<file path="config.mk">
export PLATFORM = sky130hd
export DESIGN_NAME = uart_tx_fifo_flat
export DESIGN_NICKNAME = d
export VERILOG_FILES = /design/src/rtl/uart_tx_fifo_pkg.sv /design/src/rtl/uart_tx_fifo_if.sv /design/src/rtl/uart_tx_fifo_mem.sv /design/src/rtl/uart_tx_fifo.sv /design/src/flat_wrapper.sv
export SDC_FILE = /design/constraint.sdc
export NUM_CORES = 1
export LEC_CHECK = 0
export ABC_AREA = 0
export CAP_MARGIN = 20
export CORE_MARGIN = 5
export CORE_UTILIZATION = 47
export CTS_BUF_LIST = sky130_fd_sc_hd__clkbuf_16
export CTS_CLUSTER_SIZE = 12
export DETAILED_ROUTE_END_ITERATION = 8
export DONT_BUFFER_PORTS = 1
export GPL_TIMING_DRIVEN = 0
export PLACE_DENSITY = 0.67
export SYNTH_ARGS = -nofsm -noshare
export SYNTH_HDL_FRONTEND = slang
export SYNTH_SLANG_ARGS = --single-unit
</file>
<file path="constraint.sdc">
create_clock -name clk -period 3.5 [get_ports clk]
set_input_delay 0.525 -clock clk [delete_from_list [all_inputs] [get_ports clk]]
set_output_delay 0.525 -clock clk [all_outputs]
set_load 0.01 [all_outputs]
</file>
<file path="src/rtl/uart_tx_fifo_pkg.sv">
// -----------------------------------------------------------------------------
// uart_tx_fifo_pkg
// Shared definitions for the UART transmit FIFO: default widths and the drain
// state encodings used by uart_tx_fifo.
// No ports (package).
// -----------------------------------------------------------------------------
package uart_tx_fifo_pkg;

    localparam int UTF_WIDTH_DEF      = 8;
    localparam int UTF_DEPTH_LOG2_DEF = 4;

    // Drain sequencer states. The encodings are fixed so that waveforms and
    // debug probes read the same across builds.
    typedef enum logic [1:0] {
        S_IDLE   = 2'b00,
        S_STROBE = 2'b01,
        S_GAP    = 2'b10
    } drain_state_e;

endpackage

</file>
<file path="src/rtl/uart_tx_fifo_if.sv">
// -----------------------------------------------------------------------------
// uart_tx_fifo_if
// Bundles the producer push port, FIFO status and the buart-facing drain port.
//   slave  : the FIFO side (uart_tx_fifo)
//   master : the environment side (producer + buart)
// Signals:
//   push, push_data       producer write request and byte
//   full, empty, level    registered occupancy status
//   uart_busy             buart busy flag
//   uart_wr, uart_data    one-cycle write strobe and held byte to buart
//   overflow, ovf_clr     sticky dropped-push flag and its clear
// -----------------------------------------------------------------------------
interface uart_tx_fifo_if
    import uart_tx_fifo_pkg::*;
#(
    parameter int WIDTH      = UTF_WIDTH_DEF,
    parameter int DEPTH_LOG2 = UTF_DEPTH_LOG2_DEF
);
    logic                  push;
    logic [WIDTH-1:0]      push_data;
    logic                  full;
    logic                  empty;
    logic [DEPTH_LOG2:0]   level;
    logic                  uart_busy;
    logic                  uart_wr;
    logic [WIDTH-1:0]      uart_data;
    logic                  overflow;
    logic                  ovf_clr;

    modport slave (
        input  push, push_data, uart_busy, ovf_clr,
        output full, empty, level, uart_wr, uart_data, overflow
    );

    modport master (
        output push, push_data, uart_busy, ovf_clr,
        input  full, empty, level, uart_wr, uart_data, overflow
    );

endinterface

</file>
<file path="src/rtl/uart_tx_fifo_mem.sv">
// -----------------------------------------------------------------------------
// fifo_mem_2r1w
// DEPTH x WIDTH register array: synchronous write, asynchronous read.
// Storage is deliberately not reset; the pointers guarantee that only written
// entries are ever read.
// Ports:
//   clk     in  clock
//   we      in  write enable
//   waddr   in  write address
//   wdata   in  write data
//   raddr   in  read address
//   rdata   out read data (combinational from raddr)
// -----------------------------------------------------------------------------
module fifo_mem_2r1w #(
    parameter int WIDTH      = 8,
    parameter int DEPTH_LOG2 = 4
) (
    input  logic                  clk,
    input  logic                  we,
    input  logic [DEPTH_LOG2-1:0] waddr,
    input  logic [WIDTH-1:0]      wdata,
    input  logic [DEPTH_LOG2-1:0] raddr,
    output logic [WIDTH-1:0]      rdata
);
    localparam int DEPTH = 1 << DEPTH_LOG2;

    logic [WIDTH-1:0] mem_q [DEPTH];

    always_ff @(posedge clk) begin
        if (we) begin
            mem_q[waddr] <= wdata;
        end
    end

    assign rdata = mem_q[raddr];

endmodule

</file>
<file path="src/rtl/uart_tx_fifo.sv">
// -----------------------------------------------------------------------------
// uart_tx_fifo
// Byte FIFO between the ROM-driven byte sequencer and the buart transmitter.
// Absorbs single-cycle pushes from the producer and drains them to buart with
// a one-cycle wr strobe, paced by buart's busy flag.
//
// Ports:
//   clk      in   single clock, all state on posedge
//   resetq   in   asynchronous active-low reset
//   bus      slave modport of uart_tx_fifo_if:
//              push/push_data in, full/empty/level out,
//              uart_busy in, uart_wr/uart_data out,
//              overflow out, ovf_clr in
//
// Build option:
//   UART_TX_FIFO_OVF_EN  defined   -> sticky overflow flag, cleared by ovf_clr
//                        undefined -> overflow tied low, ovf_clr ignored
// -----------------------------------------------------------------------------
module uart_tx_fifo
    import uart_tx_fifo_pkg::*;
#(
    parameter int DEPTH_LOG2 = UTF_DEPTH_LOG2_DEF,
    parameter int WIDTH      = UTF_WIDTH_DEF
) (
    input  logic           clk,
    input  logic           resetq,
    uart_tx_fifo_if.slave  bus
);
    localparam logic [DEPTH_LOG2:0] FULL_LEVEL = {1'b1, {DEPTH_LOG2{1'b0}}};
    localparam logic [DEPTH_LOG2:0] PTR_ONE    = {{DEPTH_LOG2{1'b0}}, 1'b1};

    // Pointers carry one extra wrap bit so full and empty are distinguishable.
    logic [DEPTH_LOG2:0] wr_ptr_q, wr_ptr_d;
    logic [DEPTH_LOG2:0] rd_ptr_q, rd_ptr_d;
    logic [DEPTH_LOG2:0] level_d;
    logic                full_q, full_d;
    logic                empty_q, empty_d;

    drain_state_e        state_q, state_d;
    logic                uart_wr_q, uart_wr_d;
    logic [WIDTH-1:0]    uart_data_q, uart_data_d;

    logic [WIDTH-1:0]    rd_data;
    logic                push_ok;
    logic                pop;

    // Both decisions use the registered flags: a push at full is dropped even
    // if a pop happens on the same edge, and a push into an empty FIFO cannot
    // be popped until the following edge.
    assign push_ok = bus.push && !full_q;
    assign pop     = (state_q == S_IDLE) && !empty_q && !bus.uart_busy;

    fifo_mem_2r1w #(
        .WIDTH      (WIDTH),
        .DEPTH_LOG2 (DEPTH_LOG2)
    ) u_mem (
        .clk   (clk),
        .we    (push_ok),
        .waddr (wr_ptr_q[DEPTH_LOG2-1:0]),
        .wdata (bus.push_data),
        .raddr (rd_ptr_q[DEPTH_LOG2-1:0]),
        .rdata (rd_data)
    );

    // ---------------------------------------------------------------- pointers
    always_comb begin
        wr_ptr_d = push_ok ? wr_ptr_q + PTR_ONE : wr_ptr_q;
        rd_ptr_d = pop     ? rd_ptr_q + PTR_ONE : rd_ptr_q;
        level_d  = wr_ptr_d - rd_ptr_d;
        full_d   = (level_d == FULL_LEVEL);
        empty_d  = (level_d == '0);
    end

    always_ff @(posedge clk or negedge resetq) begin
        if (!resetq) begin
            wr_ptr_q <= '0;
            rd_ptr_q <= '0;
            full_q   <= 1'b0;
            empty_q  <= 1'b1;
        end else begin
            wr_ptr_q <= wr_ptr_d;
            rd_ptr_q <= rd_ptr_d;
            full_q   <= full_d;
            empty_q  <= empty_d;
        end
    end

    assign bus.full  = full_q;
    assign bus.empty = empty_q;
    assign bus.level = wr_ptr_q - rd_ptr_q;

    // --------------------------------------------------------------- drain FSM
    // State register
    always_ff @(posedge clk or negedge resetq) begin
        if (!resetq) begin
            state_q <= S_IDLE;
        end else begin
            state_q <= state_d;
        end
    end

    // Next state. STROBE and GAP always take one cycle each, so strobes are at
    // least three cycles apart and buart has a full cycle to raise busy.
    always_comb begin
        state_d = state_q;
        case (state_q)
            S_IDLE:   if (pop) state_d = S_STROBE;
            S_STROBE: state_d = S_GAP;
            S_GAP:    state_d = S_IDLE;
            default:  state_d = S_IDLE;
        endcase
    end

    // Outputs. uart_data holds the last byte sent until the next pop.
    always_comb begin
        uart_wr_d   = 1'b0;
        uart_data_d = uart_data_q;
        case (state_q)
            S_IDLE: begin
                uart_wr_d = pop;
                if (pop) uart_data_d = rd_data;
            end
            default: uart_wr_d = 1'b0;
        endcase
    end

    always_ff @(posedge clk or negedge resetq) begin
        if (!resetq) begin
            uart_wr_q   <= 1'b0;
            uart_data_q <= '0;
        end else begin
            uart_wr_q   <= uart_wr_d;
            uart_data_q <= uart_data_d;
        end
    end

    assign bus.uart_wr   = uart_wr_q;
    assign bus.uart_data = uart_data_q;

    // ---------------------------------------------------------------- overflow
`ifdef UART_TX_FIFO_OVF_EN
    logic ovf_q, ovf_d;

    // A drop in the same cycle as a clear keeps the flag set.
    always_comb begin
        ovf_d = ovf_q;
        if (bus.push && full_q) begin
            ovf_d = 1'b1;
        end else if (bus.ovf_clr) begin
            ovf_d = 1'b0;
        end
    end

    always_ff @(posedge clk or negedge resetq) begin
        if (!resetq) begin
            ovf_q <= 1'b0;
        end else begin
            ovf_q <= ovf_d;
        end
    end

    assign bus.overflow = ovf_q;
`else
    logic unused_ovf_clr;
    assign unused_ovf_clr = bus.ovf_clr;
    assign bus.overflow   = 1'b0;
`endif

endmodule

</file>
<file path="src/flat_wrapper.sv">
// flat-port wrapper written by rule: the top's interface ports become plain ports
module uart_tx_fifo_flat import uart_tx_fifo_pkg::*;
#(
    parameter int DEPTH_LOG2 = UTF_DEPTH_LOG2_DEF,
    parameter int WIDTH      = UTF_WIDTH_DEF
)
  (clk, resetq, bus_push, bus_push_data, bus_uart_busy, bus_ovf_clr, bus_full, bus_empty, bus_level, bus_uart_wr, bus_uart_data, bus_overflow);
  uart_tx_fifo_if #(.WIDTH(WIDTH), .DEPTH_LOG2(DEPTH_LOG2)) bus_i ();
  input  logic clk;
  input  logic resetq;
  input wire logic [$bits(bus_i.push)-1:0] bus_push;
  input wire logic [$bits(bus_i.push_data)-1:0] bus_push_data;
  input wire logic [$bits(bus_i.uart_busy)-1:0] bus_uart_busy;
  input wire logic [$bits(bus_i.ovf_clr)-1:0] bus_ovf_clr;
  output wire logic [$bits(bus_i.full)-1:0] bus_full;
  output wire logic [$bits(bus_i.empty)-1:0] bus_empty;
  output wire logic [$bits(bus_i.level)-1:0] bus_level;
  output wire logic [$bits(bus_i.uart_wr)-1:0] bus_uart_wr;
  output wire logic [$bits(bus_i.uart_data)-1:0] bus_uart_data;
  output wire logic [$bits(bus_i.overflow)-1:0] bus_overflow;
  assign bus_i.push = bus_push;
  assign bus_i.push_data = bus_push_data;
  assign bus_i.uart_busy = bus_uart_busy;
  assign bus_i.ovf_clr = bus_ovf_clr;
  assign bus_full = bus_i.full;
  assign bus_empty = bus_i.empty;
  assign bus_level = bus_i.level;
  assign bus_uart_wr = bus_i.uart_wr;
  assign bus_uart_data = bus_i.uart_data;
  assign bus_overflow = bus_i.overflow;
  uart_tx_fifo #(.DEPTH_LOG2(DEPTH_LOG2), .WIDTH(WIDTH)) u_core (.clk(clk), .resetq(resetq), .bus(bus_i));
endmodule
</file>
# Yosys cells after proc, flatten, opt, wreduce, memory -nomap -nowiden
# Memory sizes are Yosys's and may differ from the RTL's. A register that Yosys moved wholly into a read port is not among the register bits.
# Index checks and enable logic that the tools add are counted.
[word_totals]
in_bits = 13
ram_bits = 128
regBits = 15
mem_count = 1
[classes]
mux = 7
eq_ne = 3
add_sub_neg = 4
reduce_logical = 10
[memory_table]
columns = ["name", "words", "word_bits", "rd", "rd_ports_with_merged_regs", "wr", "line", "source"]
rows = [
  ["u_core.u_mem.mem_q", 16, 8, 1, 1, 1, "uart_tx_fifo_mem.sv:27", "logic [WIDTH-1:0] mem_q [DEPTH];"],
]
[ops]
columns = ["operator", "n"]
rows = [
  ["$add A5 B1 Y5 const B", 2],
  ["$mux W5", 2],
  ["$sub A5 B5 Y5", 2],
  ["$eq A5 B5 Y1 const B", 1],
  ["$logic_not A5 Y1", 1],
  ["$logic_not A1 Y1", 4],
  ["$pmux W2 S2", 1],
  ["$logic_and A1 B1 Y1", 3],
  ["$mux W1", 3],
  ["$eq A2 B1 Y1 const B", 1],
  ["$logic_not A2 Y1", 1],
  ["$mux W2", 1],
  ["$ne A2 B1 Y1 const B", 1],
  ["$reduce_and A2 Y1", 1],
]

# Longest topological paths before layout
[depth]
ltp_word = 6
mapped_depth = 11
mapped_depth_nobuf = 10

# By module
# A second synthesis with hierarchy kept.
[hier_totals]
hier_cells = 357
hier_area_um2 = 6312.3
[by_module_without_submodules]
columns = ["mod", "area_per_inst_um2", "instances", "seq_area_each_um2", "cells_per_inst"]
rows = [
  ["fifo_mem_2r1w", 4987.3, 1, 3843.7, 221],
  ["uart_tx_fifo", 1325.0, 1, 576.8, 136],
]

# Worst setup path after synthesis
# Ideal clock, no wire load.
[synth_timing]
path_kind = "input to register"
from = "input port bus_uart_busy"
to = "register u_core.full_q (netlist: u_core.bus.full)"
path_buffers = 2
required_time_ns = 3.371
slack_ns = 0.612
t_arrival_ns = 2.760
stages = 11
path_cell_list = "or4_4 > clkbuf_1 > clkbuf_1 > xnor2_1 > ha_1 > inv_1 > a21oi_1 > and3b_1 > a311o_2 > xnor2_1 > nor2b_1"
[synth_between]
elab_chain_len = 5
[synth_lines]
columns = ["element", "line", "source"]
rows = [
  ["start: declaration", "flat_wrapper.sv:13", "input wire logic [$bits(bus_i.uart_busy)-1:0] bus_uart_busy;"],
  ["$logic_not A1 Y1", "uart_tx_fifo.sv:51", "assign pop = (state_q == S_IDLE) && !empty_q && !bus.uart_busy;"],
  ["$logic_and A1 B1 Y1", "uart_tx_fifo.sv:51", ""],
  ["$mux W5", "uart_tx_fifo.sv:68", "rd_ptr_d = pop ? rd_ptr_q + PTR_ONE : rd_ptr_q;"],
  ["via u_core.rd_ptr_d[0]", "uart_tx_fifo.sv:34", "logic [DEPTH_LOG2:0] rd_ptr_q, rd_ptr_d;"],
  ["$sub A5 B5 Y5", "uart_tx_fifo.sv:69", "level_d = wr_ptr_d - rd_ptr_d;"],
  ["$eq A5 B5 Y1", "uart_tx_fifo.sv:70", "full_d = (level_d == FULL_LEVEL);"],
  ["via u_core.full_d", "uart_tx_fifo.sv:36", "logic full_q, full_d;"],
  ["end signal: assignment", "uart_tx_fifo.sv:83", "full_q <= full_d;"],
  ["end: declaration", "uart_tx_fifo.sv:36", ""],
]
# The timed path passes the listed nets, and every way through them passes these cells.
# A chain may end at the register's enable or synchronous reset.

# Worst setup path after layout
[layout_timing]
from = "register u_core.state_q[1]"
to = "register u_core.full_q (netlist: u_core.bus.full)"
[layout_between]
elab_chain_len = 6
[layout_lines]
columns = ["element", "line", "source"]
rows = [
  ["start: declaration", "uart_tx_fifo.sv:39", "drain_state_e state_q, state_d;"],
  ["start signal: assignment", "uart_tx_fifo.sv:98", "state_q <= state_d;"],
  ["$logic_not A2 Y1", "uart_tx_fifo.sv:51", ""],
  ["$logic_and A1 B1 Y1 (2 in series)", "uart_tx_fifo.sv:51", ""],
  ["$mux W5", "uart_tx_fifo.sv:68", ""],
  ["via u_core.rd_ptr_d[0]", "uart_tx_fifo.sv:34", ""],
  ["$sub A5 B5 Y5", "uart_tx_fifo.sv:69", ""],
  ["$eq A5 B5 Y1", "uart_tx_fifo.sv:70", ""],
  ["via u_core.full_d", "uart_tx_fifo.sv:36", ""],
]
# The timed path passes the listed nets, and every way through them passes these cells.

==> flow_metrics.env <==
export IMPL_cap_violations=0
export IMPL_gp_congestion=0.755
export IMPL_antenna_found_initial=0
export IMPL_yosysMostFrequentCell="edfxtp_1"
export IMPL_overflow=0
export IMPL_drt_pass1_iter_count=6
export IMPL_dp_slack_ps=-43.0
export IMPL_vias=2934
export IMPL_timing_final_ws_setup_ps=310
export IMPL_combPwrFrac_pct=32.1
export IMPL_area_delta_synth_final_pct=13.0
export IMPL_fin_util_pct=54.7
export IMPL_cp_end_kind="flip-flop"
export IMPL_period_share_pct=91.1
export IMPL_p_clk_share_pct=28.2
export IMPL_ant_nets=0
export IMPL_relSlewSlack_pct=48.9
export IMPL_io_pins=30
export IMPL_drc_errors=0
export IMPL_die_area_sq_mm=0.0155
export IMPL_routedWlPerCell_um=22.7
export IMPL_first_iter_violations=253
export IMPL_pwr_share_seq_pct=39.7
export IMPL_synth_edff_count=128
export IMPL_cp_num_buf_inv=3
export IMPL_hold_violations=0
export IMPL_cts_sinks=151
export IMPL_synth_async_reset_ratio_pct=15.2
export IMPL_diodes=0
export IMPL_synth_area_per_cell_sq_um=19.1
export IMPL_path_delay_family="simple AND/OR/NAND/NOR gates"
export IMPL_start_util_pct=48.4
export IMPL_synth_area_sq_mm=0.00616
export IMPL_drive_gt1_share_pct=22.8
export IMPL_start_kind="flip-flop"
export IMPL_grt_max_degree=24
export IMPL_post_route_min_period_ps=3190
export IMPL_synth_seq_cells=151
export IMPL_worstMarginPinSlew_ps=764
export IMPL_p_total_mw=6.02
export IMPL_tritoncts="built"
export IMPL_ys_types=43
export IMPL_skew_ps=9.28
export IMPL_critPathMostFrequentCell="xnor2_1"
export IMPL_critPathSlowestCell="or4_4"
export IMPL_cp_max_fo=10
export IMPL_hp_class="primary input to flip-flop"
export IMPL_fmax_ghz=0.313
export IMPL_critical_path_max_stage_delay_ps=560
export IMPL_switchingPower_mw=1.90
export IMPL_clockRootBuffer="clkbuf_16"
export IMPL_power_leakage_nw=2.45
export IMPL_cts_htree_levels=4
export IMPL_vias_per_cell=5.56
export IMPL_gr_usage_all_layers_pct=16.2
export IMPL_worstSetupPathType="flip-flop to flip-flop"
export IMPL_ys_seq_area_share_pct=71.7
export IMPL_wl_um=12000
export IMPL_swShare_pct=31.6
export IMPL_cp_arrival_ps=3530
export IMPL_hpwl_um=7690
export IMPL_multi_input_area_sq_mm=0.00161
export IMPL_final_max_slew_viol_count=0
export IMPL_final_area_sq_mm=0.00696
export IMPL_synth_top_area_share_pct=62.4
export IMPL_grt_pass1_wl_um=18600
export IMPL_ys_warn_count=0
export IMPL_power_density_mw_per_mm2=865
export IMPL_required_ps=3840
export IMPL_status="complete, no violations"
export IMPL_crit_chain="or4_4 > clkbuf_1 > clkbuf_2 > xnor2_1 > ha_1 > inv_1 > a21oi_1 > and3b_1 > a311o_2 > xnor2_1 > nor2b_1"
export IMPL_num_fill_cells=1013
export IMPL_synth_area_leader_cell="edfxtp_1"
export IMPL_synth_nets=349
export IMPL_power_internal_mw=4.12
export IMPL_core_area_sq_mm=0.0127
export IMPL_nets=369
export IMPL_cts_buffers=17
export IMPL_synth_ff_type="edfxtp_1"
export IMPL_dieWidth_um=125
export IMPL_finalSetupViolCount=0
export IMPL_io_buffers=0
export IMPL_synthTopCellsByArea="edfxtp_1 62%, mux4_2 12%, dfrtp_1 8.9%"
export IMPL_vdd_ir_drop_max_mv=0.517
export IMPL_synth_common_cells="128 x edfxtp_1, 32 x mux4_2, 22 x dfrtp_1, 16 x inv_1, 13 x and2_1"
export IMPL_cts_setup_buffers=0
export IMPL_clock_latency_ps=420
export IMPL_cts_path_max_buffers=2
export IMPL_cts_clk_slew_worst_paths_ps=60
export IMPL_rows=41
export IMPL_placed_cell_area_sq_mm=0.00638
export IMPL_synth_cells=323
export IMPL_grt_pass1_vias=3088
export IMPL_rsz0062_at_grt="no"
export IMPL_die_h_um=125
export IMPL_ff_latch_area_sq_mm=0.00442
-- placed cells by master, fill, tap and decap left out, types with 2 or more instances in the layout --
cell type,count
o21ai_0,7
and3_1,4
buf_4,3
clkbuf_1,2
dfrtp_1,22
mux4_2,32
a21o_1,2
a22o_1,8
and2_1,13
clkinv_2,9
and3b_1,3
nand2_1,10
bufinv_16,2
o21ai_1,2
nand3_1,2
xnor2_1,12
a221oi_1,8
a21oi_1,3
buf_2,4
nor2b_1,4
inv_1,19
nor2_1,4
edfxtp_1,128
ha_1,12
clkbuf_16,17
-- kinds of logic after synthesis --
logic type,Yosys count,synth area share (%)
compound gates,33,4.06
xor+xnor,15,2.68
fa+ha+maj,13,2.76
buf+inv,29,2.23
flops,151,71.7
mux,32,11.7
other cells,1,0.0608
simple gates,49,4.79
-- power by group through the flow --
stage                     Sequential [mW]  Clock, mW  Combinational (mW)
after floorplan                      2.37          0                1.51
after CTS                            2.39       1.72                1.96
after detailed placement             2.43          0                1.95
final                                2.39       1.70                1.94
after global routing                 2.42       1.81                2.13
after global placement               2.41          0                1.92
-- layout make-up --
class / instances / share of cell area [%]
clock buffer: 17 / 6.11
timing repair buffer: 2 / 0.539
tap: 172 / 3.09
sequential: 151 / 63.5
inverter: 17 / 0.988
buffer: 11 / 0.952
multi-input combinational: 143 / 23.1
clock inverter: 15 / 1.78
-- registers in the layout (all words and copies together) (netlist names) --
| register | count |
|---|---|
| u_core.bus.empty | 1 |
| u_core.bus.uart_wr | 1 |
| u_core.wr_ptr_q | 5 |
| u_core.rd_ptr_q | 5 |
| u_core.bus.uart_data | 8 |
| u_core.u_mem.mem_q | 128 |
| u_core.state_q | 2 |
| u_core.bus.full | 1 |
-- per-stage QoR --
stage | instances | hold WS (ps) | setup TNS, ps
3_3_place_gp | 495 | 230 | -3.67
2_1_floorplan | 323 | 229 | 0
6_report | 528 | 203 | 0
4_1_cts | 527 | 187 | 0
5_1_grt | 528 | 178 | 0
3_5_place_dp | 495 | 230 | -43.0
-- path summary, 6_finish.rpt --
path | from | endpoint | slack, ps | cells after the start
max in group asynchronous | resetq | u_core.bus.empty$_DFF_PN1_ | 2520 | 2
min reg2reg | u_core.state_q[0]$_DFFE_PN0P_ | u_core.state_q[1]$_DFFE_PN0P_ | 490 | 1
max reg2reg | u_core.state_q[1]$_DFFE_PN0P_ | u_core.bus.full$_DFF_PN0_ | 310 | 11
min | bus_push_data[5] | u_core.u_mem.mem_q[0][5]$_DFFE_PP_ | 200 | 0
max | u_core.state_q[1]$_DFFE_PN0P_ | u_core.bus.full$_DFF_PN0_ | 310 | 11
min in group asynchronous | resetq | u_core.bus.uart_data[5]$_DFFE_PN0P_ | 470 | 1
-- metal layers --
layer / global-route usage (%) / part of all wire (%) / vias to the layer above / routed length, um
li1: - / - / 1313 / -
met1: 22.5 / 44 / 1526 / 5220
met2: 25.2 / 49 / 82 / 5890
met3: 4.72 / 6.0 / 13 / 723
met4: 4.77 / 1.2 / 0 / 139
met5: 0 / 0 / - / 0
-- repair_timing --
item                                    4_1_cts  5_1_grt
endpoints found under the setup margin        2        1
endpoints found under the hold margin        23        0
resized for setup                             0        2
hold buffers                                  1        0
(Power assumes the default switching activity.)
